$ cat src/rtl/hs_ram_bridge.sv
// Arbitrates a single-port work RAM between the game CPU and the hiscore engine.
// Optional address range checking is enabled with `define HS_BOUNDS_CHECK_EN.
module hs_ram_bridge #(
  parameter int AW        = 11,
  parameter int RAM_WORDS = 2048
) (
  input  logic          MCLK,
  input  logic          RESET,
  input  logic          PAUSE,
  input  logic          hs_access,
  input  logic [AW-1:0] hs_address,
  input  logic [7:0]    hs_data_in,
  input  logic          hs_write,
  output logic [7:0]    hs_data_out,
  output logic          hs_ready,
  output logic          hs_err,
  input  logic [AW-1:0] cpu_addr,
  input  logic [7:0]    cpu_din,
  input  logic          cpu_we,
  output logic          cpu_blocked,
  output logic [AW-1:0] ram_addr,
  output logic [7:0]    ram_wdata,
  output logic          ram_we,
  input  logic [7:0]    ram_rdata
);

  typedef enum logic [1:0] {IDLE, ARM, GRANT, DRAIN} state_e;

  state_e     state_q, state_d;
  logic       hs_ready_q, hs_ready_d;
  logic       cpu_blocked_q, cpu_blocked_d;
  logic [7:0] hs_data_out_q, hs_data_out_d;
  logic       hs_err_q, hs_err_d;
  logic       oob_q, oob_d;
  logic       oob;

`ifdef HS_BOUNDS_CHECK_EN
  localparam logic [AW:0] RAM_LIM = (AW+1)'(RAM_WORDS);
  assign oob = ({1'b0, hs_address} >= RAM_LIM);
`else
  assign oob = 1'b0;
`endif

  always_comb begin
    state_d = state_q;
    case (state_q)
      IDLE:    if (hs_access && PAUSE) state_d = ARM;
      ARM:     state_d = (hs_access && PAUSE) ? GRANT : IDLE;
      GRANT:   if (!hs_access) state_d = DRAIN;
      default: state_d = IDLE;
    endcase

    hs_ready_d    = (state_d == GRANT);
    cpu_blocked_d = (state_d != IDLE);

    // oob_q tags the address whose data arrives on ram_rdata this cycle
    oob_d = (state_q == GRANT) && oob;

    hs_data_out_d = hs_data_out_q;
    if (state_q == GRANT && !hs_write)
      hs_data_out_d = oob_q ? 8'h00 : ram_rdata;

    hs_err_d = hs_err_q | ((state_q == GRANT) && oob);
  end

  // ARM keeps the CPU on the RAM so a write already in flight completes
  always_comb begin
    ram_addr  = cpu_addr;
    ram_wdata = cpu_din;
    ram_we    = 1'b0;
    case (state_q)
      IDLE, ARM: ram_we = cpu_we;
      GRANT: begin
        ram_addr  = hs_address;
        ram_wdata = hs_data_in;
        ram_we    = hs_write && !oob;
      end
      default: ram_we = 1'b0;
    endcase
  end

  always_ff @(posedge MCLK or posedge RESET) begin
    if (RESET) begin
      state_q       <= IDLE;
      hs_ready_q    <= 1'b0;
      cpu_blocked_q <= 1'b0;
      hs_data_out_q <= 8'h00;
      hs_err_q      <= 1'b0;
      oob_q         <= 1'b0;
    end else begin
      state_q       <= state_d;
      hs_ready_q    <= hs_ready_d;
      cpu_blocked_q <= cpu_blocked_d;
      hs_data_out_q <= hs_data_out_d;
      hs_err_q      <= hs_err_d;
      oob_q         <= oob_d;
    end
  end

  assign hs_ready    = hs_ready_q;
  assign cpu_blocked = cpu_blocked_q;
  assign hs_data_out = hs_data_out_q;
  assign hs_err      = hs_err_q;

endmodule
$ cat config.mk
export PLATFORM = sky130hd
export DESIGN_NAME = hs_ram_bridge
export DESIGN_NICKNAME = d
export VERILOG_FILES = /design/src/rtl/hs_ram_bridge.sv
export SDC_FILE = /design/constraint.sdc
export NUM_CORES = 1
export LEC_CHECK = 0
export BUFFER_PORTS_ARGS = -buffer_cell sky130_fd_sc_hd__buf_2
export CAP_MARGIN = 10
export CORE_MARGIN = 3
export CORE_UTILIZATION = 37
export CTS_BUF_LIST = sky130_fd_sc_hd__clkbuf_8
export DETAILED_ROUTE_END_ITERATION = 8
export PLACE_DENSITY = 0.85
export SYNTH_ARGS = -nofsm -noshare
export SYNTH_HDL_FRONTEND = slang
export SYNTH_SLANG_ARGS = --single-unit
$ cat constraint.sdc
create_clock -name MCLK -period 2.08 [get_ports MCLK]
set_input_delay 0.312 -clock MCLK [delete_from_list [all_inputs] [get_ports MCLK]]
set_output_delay 0.312 -clock MCLK [all_outputs]
set_load 0.005 [all_outputs]
## Yosys cells after proc, flatten, opt, wreduce, memory -nomap -nowiden

Cells that the tools add are included.
Widths: inputs -> output; s select.

- Register bits after elaboration: 12
- Output and inout port bits: 31
- Word-level logic and storage cells: 20

- Equal/unequal tests: 3
- Muxes and demuxes: 7
- Reduce and logical (&&, ||, !) cells: 6

Operator list:

| operator | count |
|---|---|
| $mux 11 | 1 |
| $mux 8 | 1 |
| $mux 2 | 3 |
| $pmux 2 s3 | 1 |
| $eq 2x2->1 const B | 2 |
| $eq 2x1->1 const B | 1 |
| $logic_and 1x1->1 | 2 |
| $logic_not 2->1 | 1 |
| $pmux 1 s2 | 1 |
| $reduce_bool 2->1 | 1 |
| $reduce_or 2->1 | 1 |
| $logic_not 1->1 | 1 |

## Longest topological paths before layout

Gate-level depths: netlist of run 1.

- Depth after elaboration: 4
- Depth in mapped cells: 3
- Mapped depth without buffers: 2

## Worst setup path after synthesis of run 1

Ideal clock, no wire load.

- Kind: register to output
- From: reg state_q[0]
- To: out ram_addr[10]
- Data arrival time: 1.098 ns
- Required time: 1.768 ns
- Path slack: 0.670 ns
- Cell stages (with the launch flop): 4
- Path buffers: 1
- Cells stage by stage: dfrtp_1 -> nor2b_1 -> buf_4 -> mux2_2

- Word-level cells in the longest chain between the ends: 2

RTL lines:

| item | line | source |
|---|---|---|
| from (decl) | 29 | `state_e state_q, state_d;` |
| from (signal assigned) | 91 | `state_q <= state_d;` |
| $eq 2x2->1 | 71 | `case (state_q)` |
| $mux 11 | 71 |  |
| to (decl) | 21 | `output logic [AW-1:0] ram_addr,` |

Every way passes these cells.

## Worst setup path after layout of run 1

- From: reg state_q[0]
- To: out ram_wdata[7]

- Word-level cells in the longest chain between the ends: 2

RTL lines:

| item | line | source |
|---|---|---|
| $eq 2x2->1 | 71 |  |
| $mux 8 | 71 |  |
| to (decl) | 22 | `output logic [7:0] ram_wdata,` |

Every way passes these cells.

==> key figures, run 1 <==
Detailed routing
  – WL per Instance: ~14 um
  – Final ANT Viol Nets: 0
  – Drt total wl: 2260 um
  – DR vias/cell: ~4.4
  – First-pass DRT Iterations: 2
  – Remaining DRCs: 0
  – Routed via count: about 730
  – Initial DRC count: 5

Clocking
  – CTS clk-pin slew, worst paths: 50 ps
  – Postcts setup bufs: 0
  – Clock latency at the later pin of the worst-skew pair: 240 ps
  – Num CTS Buffers: 3
  – CTS tree: yes
  – Number of H-tree levels: 1
  – Cts hold-fix bufs: 0
  – CTS resizes: 0
  – CTS max path bufs: 2
  – CTS sink cnt: 12
  – Clock root buffer: clkbuf_8

Layout
  – Multi-input gate area: 392 um^2
  – Proportion of layout cells with a drive suffix above 1: 0.807
  – Ant diodes: 0
  – Layout Area Growth over Synthesis: 65.7%
  – Final non-filler cell area: 0.00120 mm^2
  – Fill cells: 144
  – Layout Nets: 193
  – FF/Latch Area: 300 um^2

Setup path
  – Data required time of the critical path: 1770 ps
  – Critical Path Sink Type: primary output
  – Crit path DAT: 1590 ps
  – CP Class: reg -> out
  – Crit start category: flop
  – CP Max Fanout: 20

Die
  – Die area: 0.00253 mm^2
  – IO Count: 83
  – Core Region: between 0.0015 and 0.002 mm^2
  – Die width: approximately 50 um
  – Site row count: 15
  – Die span in y: 50.3 um
  – Initial Util: 0.407

Yosys
  – Netlist cell types: 16
  – #FFs+latches synth: 12
  – Commonest cells post-synth: mux2_2 (26), dfrtp_1 (12), buf_4 (3), inv_1 (3), nand3b_1 (2)
  – Syn Nets: 109
  – Area leader, netlist: dfrtp_1
  – Main flop type after synthesis: dfrtp_1
  – Cell Area, Synth: 726 um^2
  – Synth top area cells: dfrtp_1 (41%), mux2_2 (40%), buf_4 (3.1%)
  – Most common cell in the netlist: mux2_2
  – Synth Area per Inst: 12.7 um^2
  – Post-Synthesis Cells: 57
  – Post-synth EDFFs: 0
  – Asr flop ratio synth: 1.00
  – Synth warn: 0
  – Top cell type's share of synthesized area: 0.414
  – Seq/Total Area, Yosys: 0.414

GRT
  – Vias in the first global route: 749
  – Largest net degree at the start of global routing: 21
  – GRT Util Overall: 0.173
  – Initial antenna violation count: 0
  – Grt ovf: 0
  – First-pass GRT wire length: 3320 um

Placement
  – Final GP Congestion: 0.660
  – Place WS: 440 ps
  – Port buffer count: 81
  – DP Area: 0.00115 mm^2

Power and ir drop
  – Worst VDD drop: just under 0.8 mV
  – Leak: 0.000646 uW
  – Pwr/cell area: 1000 mW/mm^2

Timing
  – Worst setup slack after layout: 183 ps
  – Max Clock Skew: 1.73 ps
  – Setup_tns: 0 ps
  – FMAX: 527 MHz
  – Hold Vio Cnt, Final: 0
  – Setup-failing EPs final: 0
  – Crit path time final: 1900 ps
  – RSZ-0062 raised after global routing: false
  – Fin. max-slew vios: 0
  – Tcrit/Tclk final: 0.912

Job
  – Maximum Capacitance Violations: 0

Hold path
  – Hold Crit Class: in -> async

Outcome
  – Status: finished clean
-- layout make-up --
class,count,share of cell area
Multi-Input combinational cell,39,0.326
Tap cell,25,0.0260
Clock buffer,4,0.0458
Inverter,3,0.00937
Sequential cell,12,0.250
Timing Repair Buffer,82,0.343
-- layout by cell type (no fill, tap or decap) --
master / count
nand2_1: 1
nand3b_1: 2
a22o_1: 1
or2b_1: 1
conb_1: 1
clkbuf_8: 4
nor3b_4: 1
buf_4: 1
mux2_2: 26
a21oi_1: 1
inv_1: 3
nand2b_1: 1
mux2_1: 1
nor2b_1: 1
o21ai_0: 1
buf_2: 81
a21boi_0: 1
dfrtp_1: 12
-- state kept, by name, indices dropped and copies added (netlist names) --
register / count
cpu_blocked: 1
hs_data_out: 8
hs_ready: 1
state_q: 2
-- through the flow --
step / instances / util / total power (uW) / hold WS [ps]
after floorplan: 57 / - / 711 / 177
after global placement: 161 / 0.644 / 935 / 324
after detailed placement: 161 / 0.644 / 964 / 328
after CTS: 165 / 0.674 / 1220 / 77.2
after global routing: 165 / 0.674 / 1290 / 109
final: 165 / 0.674 / 1200 / 67.0
-- final timing paths --
path                            cells past startpoint                  startpoint  slack, ps                    endpoint
min in group MCLK                                   2                ram_rdata[4]        310  hs_data_out[4]$_DFFE_PP0P_
worst min-delay path                                2                       RESET         70  hs_data_out[5]$_DFFE_PP0P_
worst max-delay path                                4        state_q[0]$_DFF_PP0_        180                ram_wdata[7]
worst max register to register                      2        state_q[0]$_DFF_PP0_        670  hs_data_out[2]$_DFFE_PP0P_
worst min register to register                      1  hs_data_out[6]$_DFFE_PP0P_        500  hs_data_out[6]$_DFFE_PP0P_
max in group asynchronous                           2                       RESET       1710  hs_data_out[2]$_DFFE_PP0P_
-- worst max-delay path, cell delays in order, from the launching register on --
cell     delay, ps
dfrtp_1        440
nor2b_1        130
buf_4          270
mux2_2         370
buf_2          130
-- where the power goes --
group / internal, uW / switching, uW / leakage, uW / total [uW]
Clock: 167 / 78.3 / 0.0000288 / 245
Combinational: 337 / 216 / 0.000469 / 553
Sequential: 341 / 64.0 / 0.000148 / 405
-- per-layer routing --
metal | global-route usage | wire (um)
met5 | 0 | 0
met3 | 0.0623 | 159
met1 | 0.183 | 776
met4 | 0.0783 | 50
met2 | 0.304 | 1270
-- cells by family (layout without fill, tap and decap cells) --
kind of cell,after synthesis,in the layout,share of synthesized area
other,1,1,0.00517
DFF,12,12,0.414
muxes,27,27,0.419
AOI/OAI and AO/OA,4,4,0.0362
and+or+nand+nor,7,7,0.0793
buffers and inverters,6,89,0.0465
No activity file was read; power rests on OpenSTA's default activity.
==> run 2, diff against run 1 <==
Settings changed: CORE_UTILIZATION 37 to 34, PLACE_DENSITY 0.85 to 0.79.
Clock period 2.08 ns to 1.9 ns, I/O delays scaled along.
==> run 2 against run 1 <==
Compared with the run above:
- total power rose by 10%
- cell count rose by 1.2%
- worst hold slack got worse by 21 ps
==> key figures, run 2 (synthesis gave the netlist of run 1 again) <==
Placement
  – Final GP Congestion: 0.703 (+6.4%)
  – Hpwl dp: 1860 um
  – Port buffer count: 81 (unchanged)

GRT
  – Largest net degree at the start of global routing: 21 (unchanged)
  – Vias in the first global route: 691 (-7.7%)
  – First-pass GRT wire length: 2940 um (-11%)
  – Initial antenna violation count: 0 (unchanged)
  – GRT Util Overall: 0.145 (-0.0282)
  – Grt ovf: 0 (unchanged)

Detailed routing
  – Remaining DRCs: 0 (unchanged)
  – Initial DRC count: 1 (-4)
  – Final ANT Viol Nets: 0 (unchanged)
  – Drt total wl: 2160 um (-4.5%)
  – First-pass DRT Iterations: 3 (+1)
  – DR vias/cell: 4.43 (-0.52%)
  – Routed via count: 739 (+0.68%)
  – WL per Instance: 12.9 um (-5.7%)

Clocking
  – Number of H-tree levels: 1 (unchanged)
  – CTS tree: yes
  – CTS clk-pin slew, worst paths: 50 ps (about the same)
  – CTS max path bufs: 2 (unchanged)
  – Num CTS Buffers: 3 (unchanged)
  – CTS sink cnt: 12 (unchanged)
  – Clock latency at the later pin of the worst-skew pair: 230 ps (about the same)
  – Clock root buffer: clkbuf_8
  – Postcts setup bufs: 0 (unchanged)

Setup path
  – Crit path DAT: 1530 ps (-60 ps)
  – Critical Path Sink Type: primary output
  – CP Class: reg -> out
  – CP Max Fanout: 20 (unchanged)
  – Worst path slowest cell: dfrtp_1
  – Critical Path Max Stage Delay: 450 ps (about the same)
  – Crit start category: flop
  – Data required time of the critical path: 1620 ps (-150 ps)
  – Crit-path cells: nor2b_2, buf_12, mux2_2, buf_2

Timing
  – Setup-failing EPs final: 0 (unchanged)
  – Final hold slack: 45.8 ps (-21.2 ps)
  – Crit path time final: 1810 ps
  – Hold Vio Cnt, Final: 0 (unchanged)
  – Max Clock Skew: 2.30 ps (+0.571 ps)
  – Tcrit/Tclk final: 0.954
  – Fin. max-slew vios: 0 (unchanged)
  – FMAX: 552 MHz
  – RSZ-0062 raised after global routing: false
  – Setup_tns: 0 ps (unchanged)

Die
  – Core Region: 0.00198 mm^2 (+11%)
  – Site row count: 16 (+1)
  – Initial Util: 0.366 (-0.0409)
  – Die area: 0.00272 mm^2 (+7.8%)
  – Die width: 52.2 um (+3.8%)
  – IO Count: 83 (unchanged)
  – Die span in y: 52.2 um (+3.8%)

Layout
  – Layout Area Growth over Synthesis: 68.1%
  – Most frequent cells in the layout: buf_2 (81), mux2_2 (26), dfrtp_1 (12)
  – Ant diodes: 0 (unchanged)
  – Layout Nets: 193 (unchanged)
  – Multi-input gate area: 394 um^2 (+0.64%)
  – Fill cells: 186 (+29%)
  – Proportion of layout cells with a drive suffix above 1: 0.814 (+0.00714)
  – Max reg flops: 8 (unchanged)
  – Most common cell after layout, fill and taps aside: buf_2
  – FF/Latch Area: 300 um^2 (unchanged)

Power and ir drop
  – Worst VDD drop: 0.767 mV (-2.7%)
  – Leak: 0.000649 uW (+0.55%)
  – Pwr/cell area: 1090 mW/mm^2 (+8.6%)
  – Power Total: 1330 uW (+10%)

Job
  – Maximum Capacitance Violations: 0 (unchanged)

Hold path
  – Hold Crit Class: in -> async

Outcome
  – Status: finished clean
-- run 2: path summary, 6_finish.rpt --
check / start / endpoint / slack, ps / cells after the start
setup / recovery: state_q[0]$_DFF_PP0_ / ram_wdata[1] / 90 / 4
setup reg to reg: state_q[0]$_DFF_PP0_ / hs_data_out[2]$_DFFE_PP0P_ / 500 / 2
max in group asynchronous: RESET / hs_ready$_DFF_PP0_ / 1540 / 2
hold reg to reg: hs_data_out[3]$_DFFE_PP0P_ / hs_data_out[3]$_DFFE_PP0P_ / 500 / 1
hold / removal: RESET / hs_data_out[2]$_DFFE_PP0P_ / 50 / 2
min in group MCLK: ram_rdata[4] / hs_data_out[4]$_DFFE_PP0P_ / 280 / 2
-- run 2: area by class of cell --
type                    count  area share
well taps                  27      0.0277
clock buffers               4      0.0451
inverters                   3     0.00923
flip-flops and latches     12       0.246
repair buffers             82       0.349
multi-input cells          39       0.323
-- run 2: where the power goes --
group          switching, uW  leakage [uW]  internal [uW]
Combinational            235      0.000473            387
Sequential              64.6      0.000148            373
Clock                   83.3     0.0000288            182
-- run 2: critical path, delay by kind of cell (launching register included) --
kind	cells	cell delay [ps]
buf+inv	2	310
flops	1	450
mux	1	350
simple gates	1	190
-- run 2: layer usage --
| layer | wire length, um | vias to the layer above | GRT usage |
|---|---|---|---|
| met3 | 121 | 0 | 0.0513 |
| met5 | 0 | - | 0 |
| li1 | - | 368 | - |
| met4 | 0 | 0 | 0.0255 |
| met1 | 815 | 347 | 0.155 |
| met2 | 1220 | 24 | 0.274 |
-- run 2: through the flow --
stage               cell area [um^2]  cells  setup slack [ps]  utilization
finish                          1220    167              88.2        0.616
global route                    1220    167              29.8        0.616
CTS                             1220    167              24.6        0.614
detailed placement              1160    163               280        0.586
global placement                1160    163               328        0.586
floorplan                        726     57               517            -
-- run 2: repair_timing --
| action | in CTS | in global routing |
|---|---|---|
| gates resized for setup | 0 | 1 |
| hold buffers | 0 | 0 |
| endpoints found under the setup margin | 0 | 19 |
==> run 3, diff against run 2 <==
Settings changed: CORE_MARGIN 3 to not set, CORE_UTILIZATION 34 to 37, PLACE_DENSITY 0.79 to 0.85, SLEW_MARGIN set to 20.
Clock period 1.9 ns to 2.1 ns, I/O delays scaled along.
==> run 3 against run 2 <==
Compared with the run above:
- highest routed layer is now met4
- via count grew 2.0%
- largest power group unchanged
- non-clock buffer count is the same
- total power shrank 11%
- global-route usage grew 3.6 points
- clock-buffer cell count is the same
- clock power shrank 7.9%
- die area shrank 21%
- core utilization grew 5.9 points
- critical path type unchanged
==> key figures, run 3 (synthesis gave the netlist of run 1 again) <==
Clocking
  – Num CTS Buffers: 3 (unchanged)
  – Cts hold-fix bufs: 0 (unchanged)
  – Clock root buffer: clkbuf_8
  – CTS tree: yes
  – CTS max path bufs: 2 (unchanged)
  – CTS sink cnt: 12 (unchanged)
  – CTS clk-pin slew, worst paths: 50 ps (about the same)
  – Postcts setup bufs: 0 (unchanged)
  – Number of H-tree levels: 1 (unchanged)
  – Clock latency at the later pin of the worst-skew pair: 230 ps (about the same)
  – CTS resizes: 0 (unchanged)

Setup path
  – Critical Path Max Stage Delay: 430 ps (-20 ps)
  – Crit-path cells: nor2b_1, buf_4, mux2_2, buf_2
  – CP Max Fanout: 20 (unchanged)
  – Data required time of the critical path: 1780 ps (+160 ps)
  – Worst path slowest cell: dfrtp_1
  – Buf+Inv Stages, Crit Path: 2 (unchanged)
  – Crit path DAT: 1620 ps (+90 ps)
  – CP Class: reg -> out
  – Crit start category: flop
  – Critical Path Sink Type: primary output
  – Delay-heaviest family, CP: flip-flops

Layout
  – Most common cell after layout, fill and taps aside: buf_2
  – Layout Nets: 193 (unchanged)
  – Layout Area Growth over Synthesis: 65.7%
  – Ant diodes: 0 (unchanged)
  – Fin cells: 165 (-1.2%)
  – Max reg flops: 8 (unchanged)
  – Finished Core Util: 0.674 (+0.0589)
  – Proportion of layout cells with a drive suffix above 1: 0.807 (-0.00714)
  – Fill cells: 146 (-22%)
  – Final non-filler cell area: 0.00120 mm^2 (-1.4%)
  – Most frequent cells in the layout: buf_2 (81), mux2_2 (26), dfrtp_1 (12)

GRT
  – GR Util met1: 0.199 (+0.0437)
  – Largest net degree at the start of global routing: 21 (unchanged)
  – M2 GR Usage: 0.327 (+0.0527)
  – Initial antenna violation count: 0 (unchanged)
  – GR Util met3: 0.0431 (-0.00814)
  – GRT Util Overall: 0.182 (+0.0365)
  – Grt ovf: 0 (unchanged)
  – Layer with the highest usage: met2
  – First-pass GRT wire length: 2700 um (-8.0%)
  – Vias in the first global route: 647 (-6.4%)

Placement
  – Inst Count DP: 161 (-1.2%)
  – DP Area: 0.00115 mm^2 (-1.3%)
  – Final GP Congestion: 0.629 (-11%)
  – Port buffer count: 81 (unchanged)
  – Hpwl dp: 1730 um (-7.2%)
  – Place WS: 431 ps (+152 ps)

Power and ir drop
  – Worst VDD drop: 0.500 mV (-35%)
  – Sequential share of power: 0.338 (+0.008)
  – Comb power frac: 0.455 (-0.014)
  – P_sw: 345 uW (-9.8%)
  – Internal power: 836 uW (-11%)
  – Leak: 0.000646 uW (-0.54%)
  – Switch share: 0.293 (+0.00338)
  – Clock group share of total power: 0.206 (+0.006)
  – Pwr/cell area: 982 mW/mm^2 (-9.6%)

Die
  – Core Region: 0.00178 mm^2 (-10%)
  – Die width: 46.3 um (-11%)
  – Die area: 0.00214 mm^2 (-21%)
  – Site row count: 15 (-1)
  – IO Count: 83 (unchanged)
  – Initial Util: 0.407 (+0.0409)
  – Die span in y: 46.3 um (-11%)

Detailed routing
  – Drt total wl: 1980 um (-8.3%)
  – Remaining DRCs: 0 (unchanged)
  – DR vias/cell: 4.57 (+3.3%)
  – Final ANT Viol Nets: 0 (unchanged)
  – First-pass DRT Iterations: 2 (-1)
  – Routed via count: 754 (+2.0%)
  – Initial DRC count: 1 (unchanged)
  – WL per Instance: 12.0 um (-7.1%)

Timing
  – Setup_tns: 0 ps (unchanged)
  – Setup-failing EPs final: 0 (unchanged)
  – Max Clock Skew: 2.27 ps (-0.0267 ps)
  – Crit path time final: 1930 ps
  – Tcrit/Tclk final: 0.920
  – Hold Vio Cnt, Final: 0 (unchanged)
  – Worst setup slack after layout: 168 ps (+79.4 ps)
  – FMAX: between 500 and 600 MHz
  – RSZ-0062 raised after global routing: false
  – Fin. max-slew vios: 0 (unchanged)

Hold path
  – Hold Crit Class: in -> async

Outcome
  – Status: finished clean

Job
  – Maximum Capacitance Violations: 0 (unchanged)
## run 3: final timing paths
path | start | end | slack (ps) | cells after the start
min in group MCLK | ram_rdata[0] | hs_data_out[0]$_DFFE_PP0P_ | 310 | 2
min reg2reg | hs_data_out[5]$_DFFE_PP0P_ | hs_data_out[5]$_DFFE_PP0P_ | 500 | 1
max reg2reg | state_q[0]$_DFF_PP0_ | hs_data_out[7]$_DFFE_PP0P_ | 720 | 2
min | RESET | hs_data_out[2]$_DFFE_PP0P_ | 70 | 2
max | state_q[1]$_DFF_PP0_ | ram_wdata[0] | 170 | 4
max in group asynchronous | RESET | hs_data_out[6]$_DFFE_PP0P_ | 1730 | 2
## run 3: metal layers
metal | routed length, um | part of all wire | vias to the layer above
li1 | - | - | 368
met1 | 734 | 0.37 | 352
met2 | 1110 | 0.56 | 30
met3 | 101 | 0.051 | 4
met4 | 31 | 0.016 | 0
met5 | 0 | 0 | -
## run 3: power by group through the flow
stage          Combinational (uW)  Clock (uW)  Sequential [uW]
2_1_floorplan                 296           0              408
6_report                      538         244              399
5_1_grt                       594         263              412
4_1_cts                       543         250              400
3_3_place_gp                  525           0              393
3_5_place_dp                  541           0              401
## run 3: metrics by stage
stage / hold WS, ps / total power (uW)
3_5_place_dp: 332 / 942
4_1_cts: 79.7 / 1190
2_1_floorplan: 180 / 705
6_report: 67.6 / 1180
3_3_place_gp: 328 / 917
5_1_grt: 110 / 1270
## run 3: area by class of cell
type                            instances  area [um^2]  share of cell area
Sequential cell                        12          300               0.250
Tap cell                               25         31.3              0.0260
Timing Repair Buffer                   82          413               0.343
Multi-Input combinational cell         39          392               0.326
Inverter                                3         11.3             0.00937
Clock buffer                            4         55.1              0.0458
